--- config.mk ---
export PLATFORM = sky130hd
export DESIGN_NAME = disp_slicer
export DESIGN_NICKNAME = d
export VERILOG_FILES = /design/src/rtl/disp_slicer_pkg.sv /design/src/rtl/disp_slicer_prescaler.sv /design/src/rtl/disp_slicer.sv
export SDC_FILE = /design/constraint.sdc
export NUM_CORES = 1
export LEC_CHECK = 0
export CORE_MARGIN = 2
export CORE_UTILIZATION = 48
export CTS_BUF_LIST = sky130_fd_sc_hd__clkbuf_4 sky130_fd_sc_hd__clkbuf_8 sky130_fd_sc_hd__clkbuf_16
export DETAILED_ROUTE_END_ITERATION = 16
export GPL_TIMING_DRIVEN = 0
export PLACE_DENSITY = 0.85
export SYNTH_ARGS = -nofsm -noshare
export SYNTH_HDL_FRONTEND = slang
export SYNTH_SLANG_ARGS = --single-unit
export TNS_END_PERCENT = 30
--- constraint.sdc ---
create_clock -name clk -period 1.4 [get_ports clk]
set_input_delay 0.14 -clock clk [delete_from_list [all_inputs] [get_ports clk]]
set_output_delay 0.14 -clock clk [all_outputs]
set_load 0.05 [all_outputs]
--- src/rtl/disp_slicer_pkg.sv ---
// disp_slicer_pkg: shared types, default parameters and index clamp helper
// for the disp_slicer block and its prescaler.
package disp_slicer_pkg;

  localparam int DEF_DATA_W     = 32;
  localparam int DEF_SLICE_W    = 16;
  localparam int DEF_SCROLL_DIV = 50_000_000;

  typedef enum logic [1:0] {
    ST_EMPTY  = 2'd0,
    ST_MANUAL = 2'd1,
    ST_SCROLL = 2'd2
  } state_e;

  // Out-of-range indices (possible when NSLICE is not a power of two)
  // saturate to the most significant slice.
  function automatic int unsigned clamp_idx(input int unsigned idx,
                                            input int unsigned nslice);
    return (idx >= nslice) ? nslice - 1 : idx;
  endfunction

endpackage

--- src/rtl/disp_slicer_prescaler.sv ---
// slice_prescaler: counts 0..SCROLL_DIV-1 while enabled and emits a
// one-cycle tick on the terminal count. Clear has priority over enable.
module slice_prescaler
  import disp_slicer_pkg::*;
#(
  parameter int SCROLL_DIV = DEF_SCROLL_DIV
) (
  input  logic clk,
  input  logic rst_n,
  input  logic clr,
  input  logic en,
  output logic tick
);

  localparam int CNT_W = (SCROLL_DIV > 1) ? $clog2(SCROLL_DIV) : 1;
  localparam logic [CNT_W-1:0] TERM = CNT_W'(SCROLL_DIV - 1);

  logic [CNT_W-1:0] cnt_q, cnt_d;

  assign tick = en && !clr && (cnt_q == TERM);

  // Next count: clear, wrap at terminal count, or increment.
  always_comb begin
    cnt_d = cnt_q;
    if (clr) begin
      cnt_d = '0;
    end else if (en) begin
      cnt_d = (cnt_q == TERM) ? '0 : cnt_q + 1'b1;
    end
  end

  // Counter register.
  always_ff @(posedge clk or negedge rst_n) begin
    if (!rst_n) begin
      cnt_q <= '0;
    end else begin
      cnt_q <= cnt_d;
    end
  end

endmodule

--- src/rtl/disp_slicer.sv ---
// disp_slicer: captures a word via valid/ready and drives one slice to the
// display (manual select or auto-scroll) and another slice to the LEDs.
// Build option: define SLICER_SCROLL_EN to compile in the auto-scroll
// prescaler and SCROLL state; otherwise mode is ignored.
module disp_slicer
  import disp_slicer_pkg::*;
#(
  parameter int DATA_W     = DEF_DATA_W,
  parameter int SLICE_W    = DEF_SLICE_W,
  parameter int SCROLL_DIV = DEF_SCROLL_DIV,
  parameter int IDX_W      = $clog2(DATA_W / SLICE_W)
) (
  input  logic              clk,
  input  logic              rst_n,
  input  logic [DATA_W-1:0] in_data,
  input  logic              in_valid,
  output logic              in_ready,
  input  logic              hold,
  input  logic              mode,
  input  logic [IDX_W-1:0]  sel,
  input  logic [IDX_W-1:0]  led_sel,
  output logic [SLICE_W-1:0] value_to_display,
  output logic [SLICE_W-1:0] value_to_LEDs,
  output logic [IDX_W-1:0]  disp_idx,
  output logic              disp_valid
);

  localparam int NSLICE = DATA_W / SLICE_W;
  localparam logic [IDX_W-1:0] LAST_IDX = IDX_W'(NSLICE - 1);

  state_e              state_q, state_d;
  logic [DATA_W-1:0]   data_q, data_d;
  logic [IDX_W-1:0]    disp_idx_q, disp_idx_d;
  logic [SLICE_W-1:0]  disp_val_q, disp_val_d;
  logic [SLICE_W-1:0]  led_val_q, led_val_d;
  logic                disp_valid_q, disp_valid_d;
  logic                in_ready_q, in_ready_d;

  logic                capture;
  logic                scroll_mode;
  logic                tick;
  logic [IDX_W-1:0]    sel_c, led_sel_c;
  logic [SLICE_W-1:0]  slices [NSLICE];

  for (genvar gi = 0; gi < NSLICE; gi++) begin : g_slice
    assign slices[gi] = data_q[gi*SLICE_W +: SLICE_W];
  end

  // in_ready is registered, so hold takes effect one cycle later; the
  // registered in_ready doubles as the freeze qualifier so that a word the
  // source sees as accepted is never dropped or half-applied.
  assign capture   = in_valid && in_ready_q;
  assign sel_c     = IDX_W'(clamp_idx(32'(sel), NSLICE));
  assign led_sel_c = IDX_W'(clamp_idx(32'(led_sel), NSLICE));

`ifdef SLICER_SCROLL_EN
  logic pre_clr, pre_en;
  assign scroll_mode = mode;
  assign pre_clr     = (state_q != ST_SCROLL) || capture;
  assign pre_en      = (state_q == ST_SCROLL) && in_ready_q;

  slice_prescaler #(
    .SCROLL_DIV(SCROLL_DIV)
  ) u_prescaler (
    .clk  (clk),
    .rst_n(rst_n),
    .clr  (pre_clr),
    .en   (pre_en),
    .tick (tick)
  );
`else
  localparam int unused_scroll_div = SCROLL_DIV;
  logic unused_mode;
  assign unused_mode = mode;
  assign scroll_mode = 1'b0;
  assign tick        = 1'b0;
`endif

  // FSM next state, stored word and display index selection.
  always_comb begin
    state_d    = state_q;
    data_d     = data_q;
    disp_idx_d = disp_idx_q;
    if (capture) begin
      data_d = in_data;
    end
    case (state_q)
      ST_EMPTY: begin
        disp_idx_d = LAST_IDX;
        if (capture) begin
          state_d = scroll_mode ? ST_SCROLL : ST_MANUAL;
        end
      end
      ST_MANUAL: begin
        state_d = scroll_mode ? ST_SCROLL : ST_MANUAL;
        if (!scroll_mode) begin
          disp_idx_d = sel_c;
        end else if (capture) begin
          disp_idx_d = LAST_IDX;
        end
      end
      ST_SCROLL: begin
        state_d = scroll_mode ? ST_SCROLL : ST_MANUAL;
        if (!scroll_mode) begin
          disp_idx_d = sel_c;
        end else if (in_ready_q) begin
          if (capture) begin
            disp_idx_d = LAST_IDX;
          end else if (tick) begin
            disp_idx_d = (disp_idx_q == LAST_IDX) ? '0 : disp_idx_q + 1'b1;
          end
        end
      end
      default: begin
        state_d = ST_EMPTY;
      end
    endcase
  end

  // Registered output values; blank until a word has been captured.
  always_comb begin
    in_ready_d   = ~hold;
    disp_valid_d = (state_q != ST_EMPTY);
    disp_val_d   = '0;
    led_val_d    = '0;
    if (state_q != ST_EMPTY) begin
      disp_val_d = slices[disp_idx_d];
      led_val_d  = slices[led_sel_c];
    end
  end

  // State and output registers.
  always_ff @(posedge clk or negedge rst_n) begin
    if (!rst_n) begin
      state_q      <= ST_EMPTY;
      data_q       <= '0;
      disp_idx_q   <= LAST_IDX;
      disp_val_q   <= '0;
      led_val_q    <= '0;
      disp_valid_q <= 1'b0;
      in_ready_q   <= 1'b0;
    end else begin
      state_q      <= state_d;
      data_q       <= data_d;
      disp_idx_q   <= disp_idx_d;
      disp_val_q   <= disp_val_d;
      led_val_q    <= led_val_d;
      disp_valid_q <= disp_valid_d;
      in_ready_q   <= in_ready_d;
    end
  end

  assign in_ready         = in_ready_q;
  assign value_to_display = disp_val_q;
  assign value_to_LEDs    = led_val_q;
  assign disp_idx         = disp_idx_q;
  assign disp_valid       = disp_valid_q;

endmodule

==> run summary <==
Hold Path Class -> in -> reg
Yosys cell types -> 12
Max Slew Vio Count -> 0
final hold vios -> 0
drt pass-1 iters -> 4
hold path startpoint -> led_sel
die height -> 80.50 µm
Synth warnings -> 0
pre-CTS setup slack -> -25.50 ps
clock-pin slew on the worst setup and hold paths -> 70 ps
port buffer count -> 70
Max FO, Critical Path -> 1
Period Utilization, post-route -> 97.12%
Layout area overhead -> 33.63%
CP Cell Sequence -> dlygate4sd2_1
FF-to-FF End -> data_q[3]
cell area after synthesis -> 0.002809 mm²
Power Density -> 1436 mW/mm²
postcts setup bufs -> 0
largest net degree at the start of global routing -> 69
GRT overflow -> 0
Cell Count, Final, Fillers Out -> 337
DRT iter0 DRCs -> 101
Slew headroom -> 45.20%
I/O pin count -> 74
CTS Buf Count -> 9
TritonCTS clock tree -> yes
clk_skew -> 7.134 ps
# nets final -> 299
Root Buffer -> clkbuf_8
vias in the first global route -> 1690
Max rail drop VDD -> 1.037 mV
clk sink count -> 68
Mapped Nets -> 217
Crit. End Element -> output port
worst-margin pin slew -> 822.0 ps
Final WS setup -> 40.36 ps
GPL Wtd Cong -> 0.7259
critical path arrival -> 1220 ps
ant diodes -> 0
post-layout min period -> 1360 ps
max cap viols -> 0
top post-synthesis cells by area -> dfrtp_1 (60%), mux2_4 (16%), mux2i_1 (11%)
worst hold path depth -> 3
f_max -> 735.5 MHz
vias per cell -> 4.864
vias -> 1639
unrepaired setup endpoints after global routing -> no
top cell type's share of synthesized area -> 59.69%
cell count after synthesis -> 178
FF+latch count, synth -> 68
share of cells above drive strength 1 -> 22.64%
Filler Cells Inserted -> 440
Seq/Total Area, Yosys -> 60.62%
core area -> 0.005574 mm²
hpwl dp -> 3.570 mm
worst reg2reg path depth -> 3
FF-to-FF setup slack -> 170 ps
H-tree Lvls -> 3
delay-heaviest family, CP -> buffers and inverters
DRC -> 0
die area -> 0.006480 mm²
post-layout total power -> 0.005389 W
largest area contributor in the netlist -> dfrtp_1
Worst Path Buf+Inv -> 1
Post-Syn Area per Cell -> 15.78 µm²
setup violators final -> 0
CP Class -> reg -> out
All-Layer GR Usage -> 18.44%
global-route wire length before repair -> 8.487 mm
WHS Endpoint -> value_to_LEDs[3]
clock buffer depth -> 2
Worst setup SP type -> flip-flop
antenna viol nets, final -> 0
FP Rows -> 27
Detailed Route WL -> 5.390 mm
placed insts -> 320
Crit path required time -> 1260 ps
drt wl/cell -> 15.99 µm
Leak -> 1.807 nW
fin util -> 67.34%
Crit-path slowest cell -> dlygate4sd2_1
status -> complete, no violations
RR Startpoint -> in_ready
clock insertion delay at the later pin of the skew report -> 340 ps
Die X -> 80.50 µm
initial antenna violation count -> 0
Initial Util -> 50.39%
slowest stage delay, CP -> 530 ps
-- cells in the final DEF (no fill, tap or decap) --
master           Yosys  final
buf_4                0      1
buf_6                6      6
buf_8                1      1
clkbuf_1             3      3
clkbuf_4             0      3
clkbuf_8             0     11
clkdlybuf4s15_1      0      2
clkdlybuf4s15_2      0      1
clkdlybuf4s50_1      0     34
clkinv_2             0      2
dfrtp_1             67     66
dfrtp_2              0      1
dfstp_2              1      1
dlygate4sd2_1        0     32
dlygate4sd3_1        0      1
inv_1                1      1
mux2_2               3      3
mux2_4              29     29
mux2i_1             32     32
nand2_2              1      1
nand2b_1             2      2
nor2b_1             32     32
-- power by group --
part           total (W)  internal [W]  switching, W
clock network    0.00148      0.000794      0.000688
registers        0.00243       0.00227      0.000159
logic            0.00148      0.000568      0.000908
-- registers in the layout, summed over array words and instances (netlist names) --
name	count
state_q	1
disp_valid	1
in_ready	1
value_to_display	16
data_q	32
disp_idx	1
value_to_LEDs	16
-- how the worst max path moves through the flow --
stage / from / endpoint / slack [ps] / cells past startpoint
after floorplan: in_ready / data_q[10] / 130 / 3
after global placement: rst_n / in_ready / -2170 / 1
after detailed placement: disp_idx / disp_idx / -30 / 1
after CTS: in_ready / in_ready / 20 / 1
after global routing: value_to_LEDs[4] / value_to_LEDs[4] / 6 / 1
final: value_to_LEDs[4] / value_to_LEDs[4] / 40 / 1
-- cell type report --
class                           count  area, µm²  share of cell area, %
Clock buffer                       14      173.9                  4.633
Multi-Input combinational cell     99       1008                  26.87
Sequential cell                    68       1704                  45.40
Clock inverter                      2      10.01                 0.2667
Inverter                            1      3.754                 0.1000
Timing Repair Buffer               71      669.4                  17.83
Buffer                             10      93.84                  2.500
Tap cell                           72      90.09                  2.400
-- cell families after synthesis --
group	count (synthesis)	share of synthesized area (%)
and+or+nand+nor	35	7.795
muxes	64	28.11
buffers and inverters	11	3.474
DFF	68	60.62
-- synthesized netlist by cell type --
| cell | instances |
|---|---|
| inv_1 | 1 |
| clkbuf_1 | 3 |
| dfrtp_1 | 67 |
| mux2_4 | 29 |
| nor2b_1 | 32 |
| buf_8 | 1 |
| buf_6 | 6 |
| mux2i_1 | 32 |
| dfstp_2 | 1 |
| mux2_2 | 3 |
| nand2b_1 | 2 |
| nand2_2 | 1 |
-- routing by layer --
metal,GRT usage [%],part of all wire [%],vias up
li1,-,-,766
met1,21.96,42,812
met2,30.67,50,54
met3,6.517,6.1,7
met4,6.949,1.9,0
met5,0,0,-
-- metrics by stage --
stage / area, µm² / setup TNS, ps / hold slack [ps]
4_1_cts: 3751 / 0 / 149.7
6_report: 3754 / 0 / 154.8
5_1_grt: 3754 / 0 / 160.5
3_3_place_gp: 3601 / -130730 / 483.3
3_5_place_dp: 3598 / -40.14 / 286.5
2_1_floorplan: 2810 / 0 / -155.6
-- timing repair --
action / 4_1_cts / 5_1_grt
hold endpoints to repair: 67 / 0
hold buffers: 1 / 0
endpoints found under the setup margin: 35 / 2
resized for setup: 37 / 2
(Power assumes the default switching activity.)
